[src/rtl/hazard_pkg.sv]
// Shared types and constants for the pipeline hazard controller.
// Forwarding select codes and FSM state encoding.
package hazard_pkg;

  typedef enum logic {
    RUN      = 1'b0,
    MEM_WAIT = 1'b1
  } state_e;

  localparam logic [1:0] FWD_RF  = 2'b00;
  localparam logic [1:0] FWD_MEM = 2'b10;
  localparam logic [1:0] FWD_WB  = 2'b01;

  localparam logic [4:0] REG_ZERO = 5'd0;

endpackage

[src/rtl/fwd_unit.sv]
// EX-stage forwarding select for one source operand.
// EX/MEM result wins over MEM/WB; $zero is never forwarded.
module fwd_unit
  import hazard_pkg::*;
(
  input  logic [4:0] src,
  input  logic       mem_regwrite,
  input  logic [4:0] mem_wreg,
  input  logic       wb_regwrite,
  input  logic [4:0] wb_wreg,
  output logic [1:0] sel
);

  // Youngest producer first, register file as fallback
  always_comb begin
    sel = FWD_RF;
    if (mem_regwrite && mem_wreg != REG_ZERO
        && mem_wreg == src)
      sel = FWD_MEM;
    else if (wb_regwrite && wb_wreg != REG_ZERO
             && wb_wreg == src)
      sel = FWD_WB;
  end

endmodule

[src/rtl/pipe_hazard_ctrl.sv]
// Central 5-stage pipeline controller: stalls, flushes,
// memory-wait freeze, forwarding selects and perf counters.
module pipe_hazard_ctrl
  import hazard_pkg::*;
#(
  parameter int CNT_W       = 16,
  parameter int MEM_TIMEOUT = 15
) (
  input  logic             clk,
  input  logic             reset,
  input  logic [4:0]       id_rs,
  input  logic [4:0]       id_rt,
  input  logic             id_uses_rt,
  input  logic [4:0]       ex_rs,
  input  logic [4:0]       ex_rt,
  input  logic             ex_memread,
  input  logic             branch_taken,
  input  logic             mem_memread,
  input  logic             mem_memwrite,
  input  logic             mem_regwrite,
  input  logic [4:0]       mem_wreg,
  input  logic             wb_regwrite,
  input  logic [4:0]       wb_wreg,
  input  logic             dmem_ready,
  output logic             pc_en,
  output logic             ifid_en,
  output logic             idex_en,
  output logic             exmem_en,
  output logic             ifid_flush,
  output logic             idex_flush,
  output logic             memwb_bubble,
  output logic [1:0]       fwd_a,
  output logic [1:0]       fwd_b,
  output logic             mem_err,
  output logic [CNT_W-1:0] stall_cycles,
  output logic [CNT_W-1:0] flush_count
);

  localparam int WC_W = $clog2(MEM_TIMEOUT + 1);
  localparam logic [WC_W-1:0] TMO = WC_W'(MEM_TIMEOUT);

  state_e            state_q, state_d;
  logic [WC_W-1:0]   wait_cnt_q, wait_cnt_d;
  logic              mem_err_q, mem_err_d;
  logic [CNT_W-1:0]  stall_q, stall_d;
  logic [CNT_W-1:0]  flush_q, flush_d;

  logic [1:0] fwd_a_raw, fwd_b_raw;
  logic       memop, load_use;
  logic       freeze, release_en, br_flush;

  fwd_unit u_fwd_a (
    .src          (ex_rs),
    .mem_regwrite (mem_regwrite),
    .mem_wreg     (mem_wreg),
    .wb_regwrite  (wb_regwrite),
    .wb_wreg      (wb_wreg),
    .sel          (fwd_a_raw)
  );

  fwd_unit u_fwd_b (
    .src          (ex_rt),
    .mem_regwrite (mem_regwrite),
    .mem_wreg     (mem_wreg),
    .wb_regwrite  (wb_regwrite),
    .wb_wreg      (wb_wreg),
    .sel          (fwd_b_raw)
  );

  assign memop    = mem_memread | mem_memwrite;
  assign load_use = ex_memread & (ex_rt != REG_ZERO)
                  & ((ex_rt == id_rs)
                  | (id_uses_rt & (ex_rt == id_rt)));

  // FSM next state plus all pipeline control outputs
  always_comb begin
    state_d      = state_q;
    wait_cnt_d   = wait_cnt_q;
    mem_err_d    = mem_err_q;
    freeze       = 1'b0;
    release_en   = 1'b0;
    br_flush     = 1'b0;
    pc_en        = 1'b1;
    ifid_en      = 1'b1;
    idex_en      = 1'b1;
    exmem_en     = 1'b1;
    ifid_flush   = 1'b0;
    idex_flush   = 1'b0;
    memwb_bubble = 1'b0;
    fwd_a        = fwd_a_raw;
    fwd_b        = fwd_b_raw;

    unique case (state_q)
      RUN: begin
        if (memop && !dmem_ready) begin
          freeze     = 1'b1;
          state_d    = MEM_WAIT;
          wait_cnt_d = WC_W'(1);
        end else begin
          release_en = 1'b1;
        end
      end
      MEM_WAIT: begin
        if (dmem_ready) begin
          release_en = 1'b1;
          state_d    = RUN;
        end else if (wait_cnt_q == TMO) begin
          mem_err_d  = 1'b1;
          release_en = 1'b1;
          state_d    = RUN;
        end else begin
          freeze     = 1'b1;
          wait_cnt_d = wait_cnt_q + WC_W'(1);
        end
      end
      default: state_d = RUN;
    endcase

    if (freeze) begin
      pc_en        = 1'b0;
      ifid_en      = 1'b0;
      idex_en      = 1'b0;
      exmem_en     = 1'b0;
      memwb_bubble = 1'b1;
    end else if (release_en) begin
      // Branch beats load-use: the ID instruction dies anyway
      priority case (1'b1)
        branch_taken: begin
          ifid_flush = 1'b1;
          idex_flush = 1'b1;
          br_flush   = 1'b1;
        end
        load_use: begin
          pc_en      = 1'b0;
          ifid_en    = 1'b0;
          idex_flush = 1'b1;
        end
        default: ;
      endcase
    end

    if (reset) begin
      pc_en        = 1'b1;
      ifid_en      = 1'b1;
      idex_en      = 1'b1;
      exmem_en     = 1'b1;
      ifid_flush   = 1'b1;
      idex_flush   = 1'b1;
      memwb_bubble = 1'b1;
      fwd_a        = FWD_RF;
      fwd_b        = FWD_RF;
      br_flush     = 1'b0;
    end
  end

  // Saturating performance counter updates
  always_comb begin
    stall_d = stall_q;
    flush_d = flush_q;
    if (!pc_en && stall_q != '1)
      stall_d = stall_q + CNT_W'(1);
    if (br_flush && flush_q != '1)
      flush_d = flush_q + CNT_W'(1);
  end

  // State, wait timer, error flag and counters
  always_ff @(posedge clk) begin
    if (reset) begin
      state_q    <= RUN;
      wait_cnt_q <= '0;
      mem_err_q  <= 1'b0;
      stall_q    <= '0;
      flush_q    <= '0;
    end else begin
      state_q    <= state_d;
      wait_cnt_q <= wait_cnt_d;
      mem_err_q  <= mem_err_d;
      stall_q    <= stall_d;
      flush_q    <= flush_d;
    end
  end

  assign mem_err      = mem_err_q;
  assign stall_cycles = stall_q;
  assign flush_count  = flush_q;

endmodule

[config.mk]
export PLATFORM = sky130hd
export DESIGN_NAME = pipe_hazard_ctrl
export DESIGN_NICKNAME = d
export VERILOG_FILES = /design/src/rtl/hazard_pkg.sv /design/src/rtl/fwd_unit.sv /design/src/rtl/pipe_hazard_ctrl.sv
export SDC_FILE = /design/constraint.sdc
export NUM_CORES = 1
export LEC_CHECK = 0
export ABC_CLOCK_PERIOD_IN_PS = 1900
export BUFFER_PORTS_ARGS = -buffer_cell sky130_fd_sc_hd__buf_4
export CAP_MARGIN = 10
export CORE_ASPECT_RATIO = 1.4
export CORE_MARGIN = 8
export CORE_UTILIZATION = 35
export CTS_CLUSTER_DIAMETER = 120
export DETAILED_ROUTE_END_ITERATION = 8
export SKIP_CTS_REPAIR_TIMING = 1
export SLEW_MARGIN = 20
export SYNTH_ARGS = -nofsm -noshare
export SYNTH_HDL_FRONTEND = slang
export SYNTH_SLANG_ARGS = --single-unit
[constraint.sdc]
create_clock -name clk -period 1.9 [get_ports clk]
set_input_delay 0.285 -clock clk [delete_from_list [all_inputs] [get_ports clk]]
set_output_delay 0.285 -clock clk [all_outputs]
set_load 0.05 [all_outputs]
# After elaboration in Yosys (flattened, before gate mapping)
# Cells that the tools add are included.
[word_totals] regBits=38 out_inout_bits=44 word_cells=80
[op_classes] n_addsub=3 n_eq_ne=12 n_mux=37 bitwise=7 reduce_logical=16
[op_table] cell="$add 16x1->16 const B" count=2
[op_table] cell="$ne 16x16->1 const B" count=2
[op_table] cell="$eq 5x5->1" count=6
[op_table] cell="$mux 1" count=27
[op_table] cell="$reduce_bool 5->1" count=3
[op_table] cell="$mux 4" count=3
[op_table] cell="$logic_and 1x1->1" count=9
[op_table] cell="$mux 2" count=4
[op_table] cell="$pmux 4 s2" count=1
[op_table] cell="$ne 2x2->1 const B" count=3
[op_table] cell="$reduce_and 3->1" count=2
[op_table] cell="$add 4x1->4 const B" count=1
[op_table] cell="$eq 4x4->1 const B" count=1
[op_table] cell="$pmux 1 s2" count=2
[op_table] cell="$and 1x1->1" count=3
[op_table] cell="$logic_not 1->1" count=2
[op_table] cell="$not 1->1" count=2
[op_table] cell="$or 1x1->1" count=2

# Depth between registers and ports, before layout
[depth] depth_word=11 depth_mapped=9

# By module
# A second synthesis with hierarchy kept.
[hier_totals] hier_cells=298 area_unflattened_um2=2377.3
[modules_own_cells] mod="pipe_hazard_ctrl" n_inst=1 cells_per_inst=258 area_each_um2=2074.5
[modules_own_cells] mod="fwd_unit" n_inst=2 cells_per_inst=20 area_each_um2=151.4

# Worst setup path after synthesis
# OpenSTA, ideal clock, no wires.
[synth_timing] kind="input to output" start="input mem_wreg[0]" end="output fwd_b[0]" arrival_ns=2.755 setup_slack_ns=-1.140 cell_stages=4 path_buffers=0 path_cell_list="or4_1 -> o21ai_0 -> nor3_1 -> nor4_1"
[synth_via] elab_chain_cells=5 word_cells_on_any_way=6 classes_between="1 x eq/ne; 2 x mux; 3 x reduce/logical"
[synth_lines] item="start, declared" line="pipe_hazard_ctrl.sv:21" rtl="input logic [4:0] mem_wreg,"
[synth_lines] item="$reduce_bool 5->1" line="fwd_unit.sv:17" rtl="if (mem_regwrite && mem_wreg != REG_ZERO"
[synth_lines] item="$logic_and 1x1->1" line="fwd_unit.sv:17"
[synth_lines] item="$logic_and 1x1->1 *" line="fwd_unit.sv:18" rtl="&& mem_wreg == src)"
[synth_lines] item="$mux 2 *" line="fwd_unit.sv:17"
[synth_lines] item="$mux 2 *" line="pipe_hazard_ctrl.sv:142" rtl="if (reset) begin"
[synth_lines] item="end, declared" line="pipe_hazard_ctrl.sv:33" rtl="output logic [1:0] fwd_b,"
# Every way passes the cells marked *; elsewhere a longest branch is shown, timed or not.

# Final worst setup path
[layout_timing] start="register wait_cnt_q[0]" end="output idex_flush"
[layout_via] elab_chain_cells=7 word_cells_on_any_way=10 classes_between="1 x eq/ne; 9 x mux"
[layout_lines] item="start, declared" line="pipe_hazard_ctrl.sv:43" rtl="logic [WC_W-1:0] wait_cnt_q, wait_cnt_d;"
[layout_lines] item="start signal, assigned" line="pipe_hazard_ctrl.sv:176" rtl="wait_cnt_q <= wait_cnt_d;"
[layout_lines] item="$eq 4x4->1 *" line="pipe_hazard_ctrl.sv:107" rtl="end else if (wait_cnt_q == TMO) begin"
[layout_lines] item="$mux 1" line="pipe_hazard_ctrl.sv:107"
[layout_lines] item="$mux 1" line="pipe_hazard_ctrl.sv:104" rtl="if (dmem_ready) begin"
[layout_lines] item="$pmux 1 s2" line="pipe_hazard_ctrl.sv:93" rtl="unique case (state_q)"
[layout_lines] item="$mux 1" line="pipe_hazard_ctrl.sv:125" rtl="end else if (release_en) begin"
[layout_lines] item="$mux 1 *" line="pipe_hazard_ctrl.sv:119" rtl="if (freeze) begin"
[layout_lines] item="$mux 1 *" line="pipe_hazard_ctrl.sv:142"
[layout_lines] item="end, declared" line="pipe_hazard_ctrl.sv:30" rtl="output logic idex_flush,"
# Marked as above.

==> metrics.yaml <==
run_status:
  status: "complete, but fails checks"
  violations: "negative setup slack"
synthesis:
  ys_top_cells_by_area: "dfxtp_1 32%, xnor2_1 10%, xor2_1 6.3%"
  synth_top_area_share: 0.323
  synth_cells: 284
  synth_area_um2: 2360
  avgSynthCellArea_um2: 8.30
  yosysTopAreaCell: "dfxtp_1"
  synth.ff_latch_count: 38
  synth-seq-area-share: 0.323
  async_reset_ff_frac: 0
  synth_edf_count: 0
  ys_warn_count: 0
  ys_types: 47
  synth_ff_type: "dfxtp_1"
  syn_nets: 327
timing:
  report.final.slew_viol_count: 0
  final-hold-violation-count: 0
  tns_ns: -3.13
  skew_ns: 0.0111
  setup_viol: 22
  fin_crit_ns: 2.14
  rsz0062_at_grt: "true"
  tightest_slew_ns: 0.375
  fmax_mhz: 467
  worst_slack_ns: -0.243
  max_slew_margin: 0.750
  post-route-period-util: 1.13
worst_setup_path:
  max_stage_delay_ns: 0.43
  crit_buf_inv: 1
  startpoint_type: "flop"
  path_class: "reg -> out"
  slowest_stage: "or3_4"
  cp_cell_sequence: "ha_4 -> and4_4 -> or3_4 -> nand2_1 -> nand2_1 -> o21bai_4 -> buf_6"
  crit_path_end_kind: "output port"
  cp_max_fo: 4
  cpLargestDelayFamily: "simple AND/OR/NAND/NOR gates"
  arrival_ns: 1.86
  path_common_cell: "nand2_1"
  critPathRequiredTime_ns: 1.62
final_layout:
  syn_to_final_growth_pct: 63.9
  layout.cells.non_filler: 498
  layout_common_cells: "128 x buf_4, 25 x xnor2_1, 20 x nor2_1, 20 x dfxtp_2, 19 x nand2_1"
  final_core_util: 0.588
  drive_above_1_share: 0.524
  num-fill-cells: 596
  multi_input_area_um2: 1690
  seq_area_um2: 786
  fin_nets: 466
  antenna-diode-count: 0
  mostFrequentLayoutCell: "buf_4"
grt:
  grt_pass1_vias: 2582
  gr-usage-all-layers: 0.149
  overflow: 0
  grt_start_max_net_pins: 25
  antenna_found_initial: 0
  grt_pass1_wl_um: 11900
place:
  gp_congestion: 0.811
  dp.final_hpwl_um: 5640
  io_buffers: 83
  placedCellCount: 480
pwr:
  p_per_area_nw_per_um2: 481
  total_power_w: 0.00186
  irDropWorstVdd_v: 0.000396
  power.leakage_nw: 1.59
worst_hold_path:
  min_path_type: "in -> reg"
flow_run:
  drv_cap: 0
floorplanning:
  initial_core_util: 0.359
  die_w_um: 85.3
  rows: 35
  io_pins: 84
  die-area_um2: 9650
  core-area_um2: 6570
  chipHeight_um: 113
clock_network:
  tritoncts: "done"
  clk_pin_slew_worst_paths_ns: 0.08
  cts-root-buf: "clkbuf_8"
  clock_path_buffers: 2
  cts_max_level: 2
  numCtsBuffers: 5
  clock_latency_ns: 0.29
  clock_sinks: 38
route:
  first_iter_violations: 75
  drc_errors: 0
  antenna_left: 0
  wirelength_um: 7480
  wl_per_cell_um: 15.0
  dr.pass1.iters: 4
  vias: 2605
  viasPerCell: 5.23
## kinds of logic (layout without fill, tap and decap cells)
family	Yosys count	after routing	synth area share
xor+xnor	44	44	0.164
compound gates	55	56	0.152
fa+ha+maj	3	3	0.0159
simple gates	121	121	0.287
flops	38	38	0.323
buf+inv	22	161	0.0536
mux	1	1	0.00425
## metal layers
metal  up-vias  routed length (um)  global-route usage
met5         -                   0                   0
met1      1242                3140               0.158
li1       1289                   -                   -
met3         9                 356              0.0377
met2        65                3860               0.268
met4         0                 126              0.0657
## final cells by class
| class | instances | area share |
|---|---|---|
| Tap cell | 74 | 0.0240 |
| Sequential cell | 38 | 0.203 |
| Multi-Input combinational cell | 225 | 0.438 |
| Clock inverter | 2 | 0.00324 |
| Inverter | 8 | 0.00843 |
| Clock buffer | 6 | 0.0214 |
| Timing Repair Buffer | 145 | 0.301 |
## power breakdown
group,internal [W],switching [W],total [W],leakage [nW]
Sequential,0.000805,0.00000638,0.000811,0.317
Clock,0.000292,0.000293,0.000585,0.0472
Combinational,0.000224,0.000237,0.000462,1.22
## sequential cells by signal, summed over array words and instances, names as in the netlist
signal,count
flush_count,16
wait_cnt_q,4
stall_cycles,16
state_q,1
mem_err,1
## through the flow
| stage | hold WS (ns) | instance area, um2 | setup slack [ns] |
|---|---|---|---|
| CTS | 0.390 | 3560 | -0.475 |
| finish | 0.393 | 3860 | -0.243 |
| detailed placement | 0.480 | 3460 | -0.252 |
| floorplan | 0.360 | 2450 | -0.363 |
| global placement | 0.463 | 3460 | -0.170 |
| global route | 0.412 | 3860 | -0.308 |
## cell usage after synthesis, types with 2 or more instances
cell type and count:
dfxtp_1 38, xnor2_1 27, nand2_1 22, nor2_1 20
o21ai_0 20, a21oi_1 19, nand3_1 18, or3_1 17
xor2_1 17, nand4_1 9, nor3_1 9, inv_1 7
clkbuf_1 6, or4_1 5, and3_1 4, and3_2 3
and4_1 3, ha_1 3, nor4_1 3, o211ai_1 3
buf_2 2, buf_4 2, buf_6 2, o21a_1 2
## worst register-to-register path, stage by stage, from the launching register on
cell and delay (ns):
dfxtp_2 0.34, ha_4 0.16, and4_4 0.18, or3_4 0.43
buf_4 0.17, a211oi_2 0.16, a41oi_2 0.11, or3_1 0.39
a21oi_2 0.13
## worst paths after layout
kind | from | endpoint | slack (ns) | depth (start not counted)
setup reg to reg | wait_cnt_q[0] | stall_cycles[13] | -0.23 | 8
hold reg to reg | mem_err | mem_err | 0.49 | 2
setup / recovery | wait_cnt_q[0] | idex_flush | -0.24 | 7
hold / removal | reset | flush_count[8] | 0.39 | 3
Note: power is estimated with default switching activity, not from simulation.
